===== config.mk =====
export PLATFORM = sky130hd
export DESIGN_NAME = alu_issue_queue
export DESIGN_NICKNAME = d
export VERILOG_FILES = /design/src/rtl/alu_pkg.sv /design/src/rtl/alu.sv /design/src/rtl/alu_cmd_fifo.sv /design/src/rtl/alu_issue_queue.sv
export SDC_FILE = /design/constraint.sdc
export NUM_CORES = 1
export LEC_CHECK = 0
export ABC_AREA = 1
export CAP_MARGIN = 5
export CORE_MARGIN = 5
export CORE_UTILIZATION = 55
export CTS_CLUSTER_DIAMETER = 40
export DETAILED_ROUTE_END_ITERATION = 6
export DONT_BUFFER_PORTS = 1
export GPL_ROUTABILITY_DRIVEN = 0
export GPL_TIMING_DRIVEN = 0
export HOLD_SLACK_MARGIN = 0.03
export PLACE_DENSITY_LB_ADDON = 0.2
export SETUP_SLACK_MARGIN = 0.1
export SLEW_MARGIN = 30
export SYNTH_ARGS = -nofsm -noshare
export SYNTH_HDL_FRONTEND = slang
export SYNTH_SLANG_ARGS = --single-unit

===== constraint.sdc =====
create_clock -name clk -period 9.2 [get_ports clk]
set_input_delay 0 -clock clk [delete_from_list [all_inputs] [get_ports clk]]
set_output_delay 0 -clock clk [all_outputs]
set_load 0.02 [all_outputs]

===== src/rtl/alu_pkg.sv =====
// alu_pkg: ALU control codes, legality check and the queued command record
package alu_pkg;
  localparam logic [3:0] ALU_AND  = 4'b0000;
  localparam logic [3:0] ALU_OR   = 4'b0001;
  localparam logic [3:0] ALU_ADD  = 4'b0010;
  localparam logic [3:0] ALU_SUB  = 4'b0110;
  localparam logic [3:0] ALU_SLT  = 4'b0111;
  localparam logic [3:0] ALU_NOR  = 4'b1100;
  localparam logic [3:0] ALU_NAND = 4'b1101;
  localparam int ALU_TAG_MAX_W = 16;
  typedef struct packed {
    logic [31:0]              src1;
    logic [31:0]              src2;
    logic [3:0]               ctrl;
    logic [ALU_TAG_MAX_W-1:0] tag;
  } alu_cmd_t;
  function automatic logic is_legal_ctrl(input logic [3:0] c);
    return c == ALU_AND || c == ALU_OR || c == ALU_ADD || c == ALU_SUB ||
           c == ALU_SLT || c == ALU_NOR || c == ALU_NAND;
  endfunction
endpackage


===== src/rtl/alu.sv =====
// alu: 32-bit combinational ALU; outputs forced to zero while rst_n is low
module alu
  import alu_pkg::*;
(
  input  logic        rst_n,
  input  logic [31:0] src1,
  input  logic [31:0] src2,
  input  logic [3:0]  ALU_control,
  output logic [31:0] result,
  output logic        zero,
  output logic        cout,
  output logic        overflow
);
  logic [32:0] sum, diff;
  logic        add_ovf, sub_ovf;
  logic [31:0] res;
  // SUB/SLT share one subtractor; SLT is the signed sign-of-difference corrected by overflow
  always_comb begin
    sum      = {1'b0, src1} + {1'b0, src2};
    diff     = {1'b0, src1} + {1'b0, ~src2} + 33'd1;
    add_ovf  = (src1[31] == src2[31]) && (sum[31] != src1[31]);
    sub_ovf  = (src1[31] != src2[31]) && (diff[31] != src1[31]);
    res      = ALU_control == ALU_AND  ? src1 & src2 :
               ALU_control == ALU_OR   ? src1 | src2 :
               ALU_control == ALU_ADD  ? sum[31:0] :
               ALU_control == ALU_SUB  ? diff[31:0] :
               ALU_control == ALU_SLT  ? {31'd0, diff[31] ^ sub_ovf} :
               ALU_control == ALU_NOR  ? ~(src1 | src2) :
               ALU_control == ALU_NAND ? ~(src1 & src2) : 32'd0;
    result   = rst_n ? res : 32'd0;
    zero     = rst_n && res == 32'd0;
    cout     = rst_n && (ALU_control == ALU_ADD ? sum[32] : ALU_control == ALU_SUB && diff[32]);
    overflow = rst_n && (ALU_control == ALU_ADD ? add_ovf : ALU_control == ALU_SUB && sub_ovf);
  end
endmodule


===== src/rtl/alu_cmd_fifo.sv =====
// alu_cmd_fifo: synchronous FIFO of command records with occupancy count
module alu_cmd_fifo
  import alu_pkg::*;
#(
  parameter int  DEPTH = 4,
  parameter type T     = alu_cmd_t
) (
  input  logic                     clk,
  input  logic                     rst_n,
  input  logic                     push,
  input  logic                     pop,
  input  T                         din,
  output T                         dout,
  output logic                     full,
  output logic                     empty,
  output logic [$clog2(DEPTH):0]   count
);
  localparam int AW = $clog2(DEPTH);
  T               mem [DEPTH];
  logic [AW-1:0]  wr_ptr_q, wr_ptr_d, rd_ptr_q, rd_ptr_d;
  logic [AW:0]    count_q, count_d;
  logic           do_push, do_pop;
  // pointer and occupancy next-state; pointers wrap naturally at DEPTH
  always_comb begin
    do_push  = push && !full;
    do_pop   = pop && !empty;
    wr_ptr_d = wr_ptr_q + AW'(do_push);
    rd_ptr_d = rd_ptr_q + AW'(do_pop);
    count_d  = count_q + (AW+1)'(do_push) - (AW+1)'(do_pop);
  end
  // pointer and occupancy registers
  always_ff @(posedge clk or negedge rst_n) begin
    if (!rst_n) begin
      wr_ptr_q <= '0;
      rd_ptr_q <= '0;
      count_q  <= '0;
    end else begin
      wr_ptr_q <= wr_ptr_d;
      rd_ptr_q <= rd_ptr_d;
      count_q  <= count_d;
    end
  end
  // storage needs no reset: occupancy alone decides what is valid
  always_ff @(posedge clk) begin
    if (do_push) mem[wr_ptr_q] <= din;
  end
  assign dout  = mem[rd_ptr_q];
  assign full  = count_q == (AW+1)'(DEPTH);
  assign empty = count_q == '0;
  assign count = count_q;
endmodule


===== src/rtl/alu_issue_queue.sv =====
// alu_issue_queue: FIFO-buffered, registered ALU port; ALU_STICKY_FLAGS_EN adds sticky ovf/cout
module alu_issue_queue
  import alu_pkg::*;
#(
  parameter int DEPTH = 4,
  parameter int TAG_W = 4
) (
  input  logic             clk,
  input  logic             rst_n,
  input  logic             in_valid,
  output logic             in_ready,
  input  logic [31:0]      in_src1,
  input  logic [31:0]      in_src2,
  input  logic [3:0]       in_ctrl,
  input  logic [TAG_W-1:0] in_tag,
  output logic             out_valid,
  input  logic             out_ready,
  output logic [31:0]      out_result,
  output logic             out_zero,
  output logic             out_cout,
  output logic             out_overflow,
  output logic [TAG_W-1:0] out_tag,
  output logic             err_illegal,
  input  logic             flags_clr,
  output logic             sticky_ovf,
  output logic             sticky_cout
);
  alu_cmd_t                 cmd_in, head;
  logic                     full, empty, accept, issue;
  logic [$clog2(DEPTH):0]   count_unused;
  logic [ALU_TAG_MAX_W-1:0] head_tag_unused;
  logic [31:0]              alu_result;
  logic                     alu_zero, alu_cout, alu_ovf;
  logic                     out_valid_q, out_valid_d, out_zero_q, out_zero_d;
  logic                     out_cout_q, out_cout_d, out_ovf_q, out_ovf_d;
  logic                     err_q, err_d;
  logic [31:0]              out_result_q, out_result_d;
  logic [TAG_W-1:0]         out_tag_q, out_tag_d;
  assign cmd_in          = '{src1: in_src1, src2: in_src2, ctrl: in_ctrl, tag: ALU_TAG_MAX_W'(in_tag)};
  assign accept          = in_valid && in_ready;
  assign in_ready        = !full;
  assign issue           = !empty && (!out_valid_q || out_ready);
  assign head_tag_unused = head.tag;
  alu_cmd_fifo #(.DEPTH(DEPTH), .T(alu_cmd_t)) u_fifo (
    .clk(clk), .rst_n(rst_n), .push(accept && is_legal_ctrl(in_ctrl)), .pop(issue),
    .din(cmd_in), .dout(head), .full(full), .empty(empty), .count(count_unused)
  );
  alu u_alu (
    .rst_n(rst_n), .src1(head.src1), .src2(head.src2), .ALU_control(head.ctrl),
    .result(alu_result), .zero(alu_zero), .cout(alu_cout), .overflow(alu_ovf)
  );
  // output register loads on issue, drains when consumed, holds under backpressure
  always_comb begin
    out_valid_d  = issue || (out_valid_q && !out_ready);
    out_result_d = issue ? alu_result : out_result_q;
    out_zero_d   = issue ? alu_zero : out_zero_q;
    out_cout_d   = issue ? alu_cout : out_cout_q;
    out_ovf_d    = issue ? alu_ovf : out_ovf_q;
    out_tag_d    = issue ? head.tag[TAG_W-1:0] : out_tag_q;
    err_d        = accept && !is_legal_ctrl(in_ctrl);
  end
  // output register and illegal-code pulse
  always_ff @(posedge clk or negedge rst_n) begin
    if (!rst_n) begin
      out_valid_q  <= 1'b0;
      out_result_q <= '0;
      out_zero_q   <= 1'b0;
      out_cout_q   <= 1'b0;
      out_ovf_q    <= 1'b0;
      out_tag_q    <= '0;
      err_q        <= 1'b0;
    end else begin
      out_valid_q  <= out_valid_d;
      out_result_q <= out_result_d;
      out_zero_q   <= out_zero_d;
      out_cout_q   <= out_cout_d;
      out_ovf_q    <= out_ovf_d;
      out_tag_q    <= out_tag_d;
      err_q        <= err_d;
    end
  end
  assign out_valid    = out_valid_q;
  assign out_result   = out_result_q;
  assign out_zero     = out_zero_q;
  assign out_cout     = out_cout_q;
  assign out_overflow = out_ovf_q;
  assign out_tag      = out_tag_q;
  assign err_illegal  = err_q;
`ifdef ALU_STICKY_FLAGS_EN
  logic sticky_ovf_q, sticky_ovf_d, sticky_cout_q, sticky_cout_d;
  // sticky flags: a set on issue wins over a coincident clear
  always_comb begin
    sticky_ovf_d  = (issue && alu_ovf) || (sticky_ovf_q && !flags_clr);
    sticky_cout_d = (issue && alu_cout) || (sticky_cout_q && !flags_clr);
  end
  // sticky flag registers
  always_ff @(posedge clk or negedge rst_n) begin
    if (!rst_n) begin
      sticky_ovf_q  <= 1'b0;
      sticky_cout_q <= 1'b0;
    end else begin
      sticky_ovf_q  <= sticky_ovf_d;
      sticky_cout_q <= sticky_cout_d;
    end
  end
  assign sticky_ovf  = sticky_ovf_q;
  assign sticky_cout = sticky_cout_q;
`else
  logic flags_clr_unused;
  assign flags_clr_unused = flags_clr;
  assign sticky_ovf       = 1'b0;
  assign sticky_cout      = 1'b0;
`endif
endmodule


; Word level (Yosys, flattened, before mapping)
; Memory sizes are Yosys's and may differ from the RTL's.
; Index checks and enable logic that the tools add are counted.
[classes]
addsub = 7
n_eq_ne = 17
mux = 12
bitwise = 6
reduce_logical = 31
[op_table]
columns = cell, count
row1 = two-way mux 32 bit, 8
row2 = inverter 32 bit, 3
row3 = adder 32 x 32 -> 33 bit, 2
row4 = "adder 33 x 1 -> 33 bit, second input constant", 1
row5 = bitwise AND 32 bit, 1
row6 = logical NOT 32 bit, 1
row7 = OR 32 bit, 1
row8 = "== test 4 x 3 -> 1 bit, second input constant", 4
row9 = "== test 4 bit, second input constant", 4
row10 = logical AND 1 bit, 14
row11 = "== test 4 x 1 -> 1 bit, second input constant", 2
row12 = "== test 4 x 2 -> 1 bit, second input constant", 2
row13 = logical NOT 4 bit, 2
row14 = logical OR 1 bit, 8
row15 = logical NOT 1 bit, 5
row16 = adder 2 x 1 -> 2 bit, 2
row17 = two-way mux 1 bit, 4
row18 = adder 3 x 1 -> 3 bit, 1
row19 = "== test 3 bit, second input constant", 1
row20 = logical NOT 3 bit, 1
row21 = inequality test 1 bit, 3
row22 = subtractor 3 x 1 -> 3 bit, 1
row23 = == test 1 bit, 1
row24 = XOR 1 bit, 1
[word_totals]
regBits = 48
mem_bits_rw = 288
in_bits = 77
output_inout_bits = 44
elab_cells = 84
mem_count = 1
[mem_list]
columns = name, depth, word_bits, rd, rd_ports_with_merged_regs, write_ports, line
row1 = u_fifo.mem, 4, 72, 1, 0, 1, alu_cmd_fifo.sv:19  ; T mem [DEPTH];

; Depth between registers and ports, before layout
; An unclocked memory read counts as a cell.
[depth]
word_depth = 14
ltp_mapped = 33

; Cells and area by module
; A second synthesis with hierarchy kept.
[unflattened]
hier_cells = 2616
hier_area_um2 = 21999.8
[by_module_without_submodules]
columns = module, n_inst, cells_per_inst, area_per_inst_um2
row1 = alu_cmd_fifo, 1, 942, 13053.8
row2 = alu, 1, 1487, 7317.0
row3 = alu_issue_queue, 1, 187, 1629.1

; Least setup slack after synthesis
; No wires, ideal clock.
[synth_timing]
path_type = register to register
startpoint = register u_fifo.count_q[1], in the netlist u_fifo.count[1]
endpoint = memory u_fifo.mem[0][0] (netlist name), enable pin
arrival_ns = 5.737
required_ns = 8.609
slack_ns = 2.872
stages_incl_launch_ff = 5
n_path_buf = 0
synth_period_minus_slack_ns = 6.328
path_cell_list = dfrtp_1 nor2_1 nand2_1 nand3_1 nor3_1
[synth_via]
elab_chain_cells = 7
[synth_lines]
columns = element, line
row1 = "start, declared", alu_cmd_fifo.sv:21  ; logic [AW:0] count_q, count_d;
row2 = "start signal, assigned", alu_cmd_fifo.sv:40  ; count_q <= count_d;
row3 = == test 3 bit *, alu_cmd_fifo.sv:48  ; assign full = count_q == (AW+1)'(DEPTH);
row4 = logical NOT 1 bit *, alu_issue_queue.sv:41  ; assign in_ready = !full;
row5 = via in_ready, alu_issue_queue.sv:11  ; output logic in_ready,
row6 = logical AND 1 bit, alu_issue_queue.sv:40  ; assign accept = in_valid && in_ready;
row7 = logical AND 1 bit, alu_issue_queue.sv:45  ; .clk(clk), .rst_n(rst_n), .push(accept && is_legal_ctrl(in_ctrl)), .pop(issue),
row8 = logical AND 1 bit *, alu_cmd_fifo.sv:25  ; do_push = push && !full;
row9 = two-way mux 1 bit *, alu_cmd_fifo.sv:45  ; if (do_push) mem[wr_ptr_q] <= din;
row10 = two-way mux 1 bit (not written as such) *, alu_cmd_fifo.sv:45
row11 = "end, declared", alu_cmd_fifo.sv:19
; Mark *: on every way through the listed nets, which the timed path passes. The rest lies on a longest branch.

; Worst setup path after layout
[layout_timing]
startpoint = register u_fifo.rd_ptr_q[0]
endpoint = register out_zero_q, in the netlist out_zero
[layout_via]
elab_chain_cells = 14
word_cells_on_any_way = 29
cone_classes = 3 x add/sub / 8 x eq/ne / 7 x mux / 6 x bitwise / 4 x reduce/logical / 1 x memory
[layout_lines]
columns = element, line
row1 = "start, declared", alu_cmd_fifo.sv:20  ; logic [AW-1:0] wr_ptr_q, wr_ptr_d, rd_ptr_q, rd_ptr_d;
row2 = "start signal, assigned", alu_cmd_fifo.sv:39  ; rd_ptr_q <= rd_ptr_d;
row3 = memory read (4 x 72 bit) *, --
row4 = inverter 32 bit, alu.sv:20  ; diff = {1'b0, src1} + {1'b0, ~src2} + 33'd1;
row5 = adder 32 x 32 -> 33 bit, alu.sv:20
row6 = adder 33 x 1 -> 33 bit, alu.sv:20
row7 = inequality test 1 bit, alu.sv:22  ; sub_ovf = (src1[31] != src2[31]) && (diff[31] != src1[31]);
row8 = logical AND 1 bit, alu.sv:22
row9 = XOR 1 bit, alu.sv:27  ; ALU_control == ALU_SLT ? {31'd0, diff[31] ^ sub_ovf} :
row10 = two-way mux 32 bit, alu.sv:27
row11 = two-way mux 32 bit, alu.sv:26  ; ALU_control == ALU_SUB ? diff[31:0] :
row12 = two-way mux 32 bit, alu.sv:25  ; ALU_control == ALU_ADD ? sum[31:0] :
row13 = two-way mux 32 bit, alu.sv:24  ; ALU_control == ALU_OR ? src1 | src2 :
row14 = two-way mux 32 bit *, alu.sv:23  ; res = ALU_control == ALU_AND ? src1 & src2 :
row15 = logical NOT 32 bit *, alu.sv:31  ; zero = rst_n && res == 32'd0;
row16 = logical AND 1 bit *, alu.sv:31
row17 = "end signal, assigned", alu_issue_queue.sv:75  ; out_zero_q <= out_zero_d;
row18 = "end, declared", alu_issue_queue.sv:34  ; logic out_valid_q, out_valid_d, out_zero_q, out_zero_d;
; Mark *: on every way between the ends. The rest lies on a longest branch, timed or not.
; A chain may end at the register's enable or synchronous reset.

==> results.sh <==
export IMPL_ys_seq_area_share_pct=50.8
export IMPL_yosys_warnings=0
export IMPL_routed_via_count=16800
export IMPL_worst_pin_slew_ns=0.875
export IMPL_max_freq_mhz=159
export IMPL_cp_end_kind="flop"
export IMPL_place_area_um2=20300
export IMPL_rows=68
export IMPL_pin_count=121
export IMPL_slew_limit_headroom_pct=41.7
export IMPL_utilization_pct=65.1
export IMPL_slowest_stage="a32oi_1"
export IMPL_critPathMaxFanout=10
export IMPL_hpwl_mm=44.1
export IMPL_cts_reportedPaths_clkPinSlew_ns=0.06
export IMPL_clk_latency_ns=0.56
export IMPL_clock_path_buffers=3
export IMPL_design_area_um2=22500
export IMPL_rrSetupSlack_ns=2.90
export IMPL_rr_startpoint="u_fifo.rd_ptr_q[0]$_DFF_PN0_"
export IMPL_ys_ff_latch=336
export IMPL_ys_types=49
export IMPL_clock_root_buffer="clkbuf_16"
export IMPL_cts_inserted_buffers=41
export IMPL_r2r_cells=29
export IMPL_critPathBufInv=6
export IMPL_drc=15
export IMPL_track_usage_pct=29.3
export IMPL_io_buffer_count=0
export IMPL_initial_core_util_pct=56.0
export IMPL_drv_cap=0
export IMPL_finClkSkew_ns=0.0135
export IMPL_synth_ff_type="edfxtp_1"
export IMPL_dp_worst_setup_slack_ns=3.03
export IMPL_tns_ns=0
export IMPL_die_w_um=198
export IMPL_syn_area_per_cell_um2=8.56
export IMPL_clkSinkCount=336
export IMPL_fillerInstances=2845
export IMPL_h_tree_depth=2
export IMPL_drive_gt1_share_pct=7.32
export IMPL_routed_via_density=5.77
export IMPL_core_area_um2=34600
export IMPL_hold_viol_final=0
export IMPL_hold_path_class="primary input to async pin"
export IMPL_crit_family="buffers and inverters"
export IMPL_fin_crit_sh_pct=68.5
export IMPL_worstSetupPathType="flop to flop"
export IMPL_cp_data_required_time_ns=9.69
export IMPL_post_cts_buffers=0
export IMPL_ant_nets=0
export IMPL_grt_pass1_wl_mm=88.9
export IMPL_final_nets=2609
export IMPL_final_common_cell="nand2_1"
export IMPL_grt_overflow=0
export IMPL_die_h_um=198
export IMPL_critPathMaxStageDelay_ns=0.65
export IMPL_die_area_um2=39100
export IMPL_synth_area_leader_cell="edfxtp_1"
export IMPL_crit_arrival_ns=6.79
export IMPL_drt_pre_antenna_iters=7
export IMPL_failed_checks="design-rule violations"
export IMPL_synth_edf_count=288
export IMPL_finalCriticalPeriod_ns=6.30
export IMPL_crit_cells=29
export IMPL_crit_top_cell="nand2_1"
export IMPL_mostFrequentLayoutCells="nand2_1 (685), inv_1 (299), edfxtp_1 (288)"
export IMPL_r2r_end="out_zero$_DFFE_PN0P_"
export IMPL_grt_pass1_vias=16100
export IMPL_status="complete, but fails checks"
export IMPL_setup_viol_count_final=0
export IMPL_rsz0062_at_grt="no"
export IMPL_drv_slew=0
export IMPL_antenna_found_initial=2
export IMPL_synthCells=2264
export IMPL_drt_iter0_drc=2256
export IMPL_wl_per_cell_um=19.9
export IMPL_netlist_area_um2=19400
export IMPL_area_growth_pct=16.3
export IMPL_synth_top_area_share_pct=44.6
export IMPL_setup_slack_ns=2.90
export IMPL_async_flop_share_pct=14.3
export IMPL_grt_max_degree=49
export IMPL_drt_wl_total_mm=58.1
export IMPL_tritoncts="done"
export IMPL_start_kind="flop"
export IMPL_synth_area_top_cells="edfxtp_1 (45%), nand2_1 (13%), ha_1 (6.5%)"
-- synth_stat cells (5+ instances only) --
cell type	number
o22ai_1	15
edfxtp_1	288
a32oi_1	63
nor2_1	173
a21oi_1	147
o21bai_1	10
nand2_1	685
o21ai_0	69
buf_4	10
nor3_1	21
nand3_1	139
inv_1	299
inv_2	7
a22o_1	12
nand2_4	7
a31oi_1	5
nand4_1	26
ha_1	100
o21ai_1	5
buf_2	21
xor2_1	13
clkbuf_1	43
or2_2	7
buf_1	12
dfrtp_1	48
-- kinds of logic after synthesis --
| group | Yosys count | share of synthesized area (%) |
|---|---|---|
| and+or+nand+nor | 1073 | 22.9 |
| adders and majority gates | 104 | 6.87 |
| DFF | 336 | 50.8 |
| xor gates and xnor gates | 15 | 0.678 |
| buffers and inverters | 397 | 8.11 |
| other | 1 | 0.0193 |
| AOI/OAI and AO/OA | 338 | 10.6 |
-- worst max path at each step --
stage                                 startpoint                     endpoint  slack, ns
floorplan              u_fifo.count[1]$_DFF_PN0_   u_fifo.mem[0][0]$_DFFE_PP_       2.87
global placement       u_fifo.count[1]$_DFF_PN0_  u_fifo.mem[1][61]$_DFFE_PP_      -1.11
detailed placement  u_fifo.rd_ptr_q[0]$_DFF_PN0_         out_zero$_DFFE_PN0P_       3.03
CTS                 u_fifo.rd_ptr_q[0]$_DFF_PN0_         out_zero$_DFFE_PN0P_       3.00
global route        u_fifo.rd_ptr_q[0]$_DFF_PN0_         out_zero$_DFFE_PN0P_       2.59
finish              u_fifo.rd_ptr_q[0]$_DFF_PN0_         out_zero$_DFFE_PN0P_       2.90
-- metal layers --
| metal | global-route usage [%] | vias up | routed length [µm] |
|---|---|---|---|
| li1 | - | 7868 | - |
| met1 | 40.0 | 7830 | 23300 |
| met2 | 46.4 | 992 | 26000 |
| met3 | 7.21 | 153 | 6740 |
| met4 | 10.1 | 0 | 2080 |
| met5 | 0 | - | 0 |
-- flip-flops by register name, indices dropped and copies added, names as in the netlist, 2 cells and up --
name and cells:
u_fifo.mem 288, out_tag 4, u_fifo.count 3, u_fifo.wr_ptr_q 2, u_fifo.rd_ptr_q 2, out_result 32
-- through the flow --
step	hold slack (ns)	cells
2_1_floorplan	-0.296	2265
3_3_place_gp	-0.294	2720
3_5_place_dp	-0.294	2763
4_1_cts	0.0385	2915
5_1_grt	0.0821	2917
6_report	0.0641	2917
-- tightest hold or removal path, delay by kind of cell --
family,cells,cell delay [ns]
buffers and inverters,3,1.00
-- cell type report --
type | instances | area (µm²) | area share, %
Antenna cell | 2 | 5.00 | 0.0222
Inverter | 308 | 1160 | 5.14
Buffer | 89 | 414 | 1.84
Timing Repair Buffer | 120 | 1150 | 5.11
Clock inverter | 27 | 329 | 1.46
Tap cell | 455 | 569 | 2.53
Multi-Input combinational cell | 1532 | 7990 | 35.4
Clock buffer | 48 | 1070 | 4.76
Sequential cell | 336 | 9850 | 43.7
-- timing repair --
item / in CTS / in global routing
setup endpoints to repair: 0 / 0
gates resized for setup: 0 / 0
endpoints found under the hold margin: 374 / 0
hold buffers: 77 / 0
Power is not shown: default switching activity piles up to over one toggle a cycle in this logic, so the estimate is an artifact.
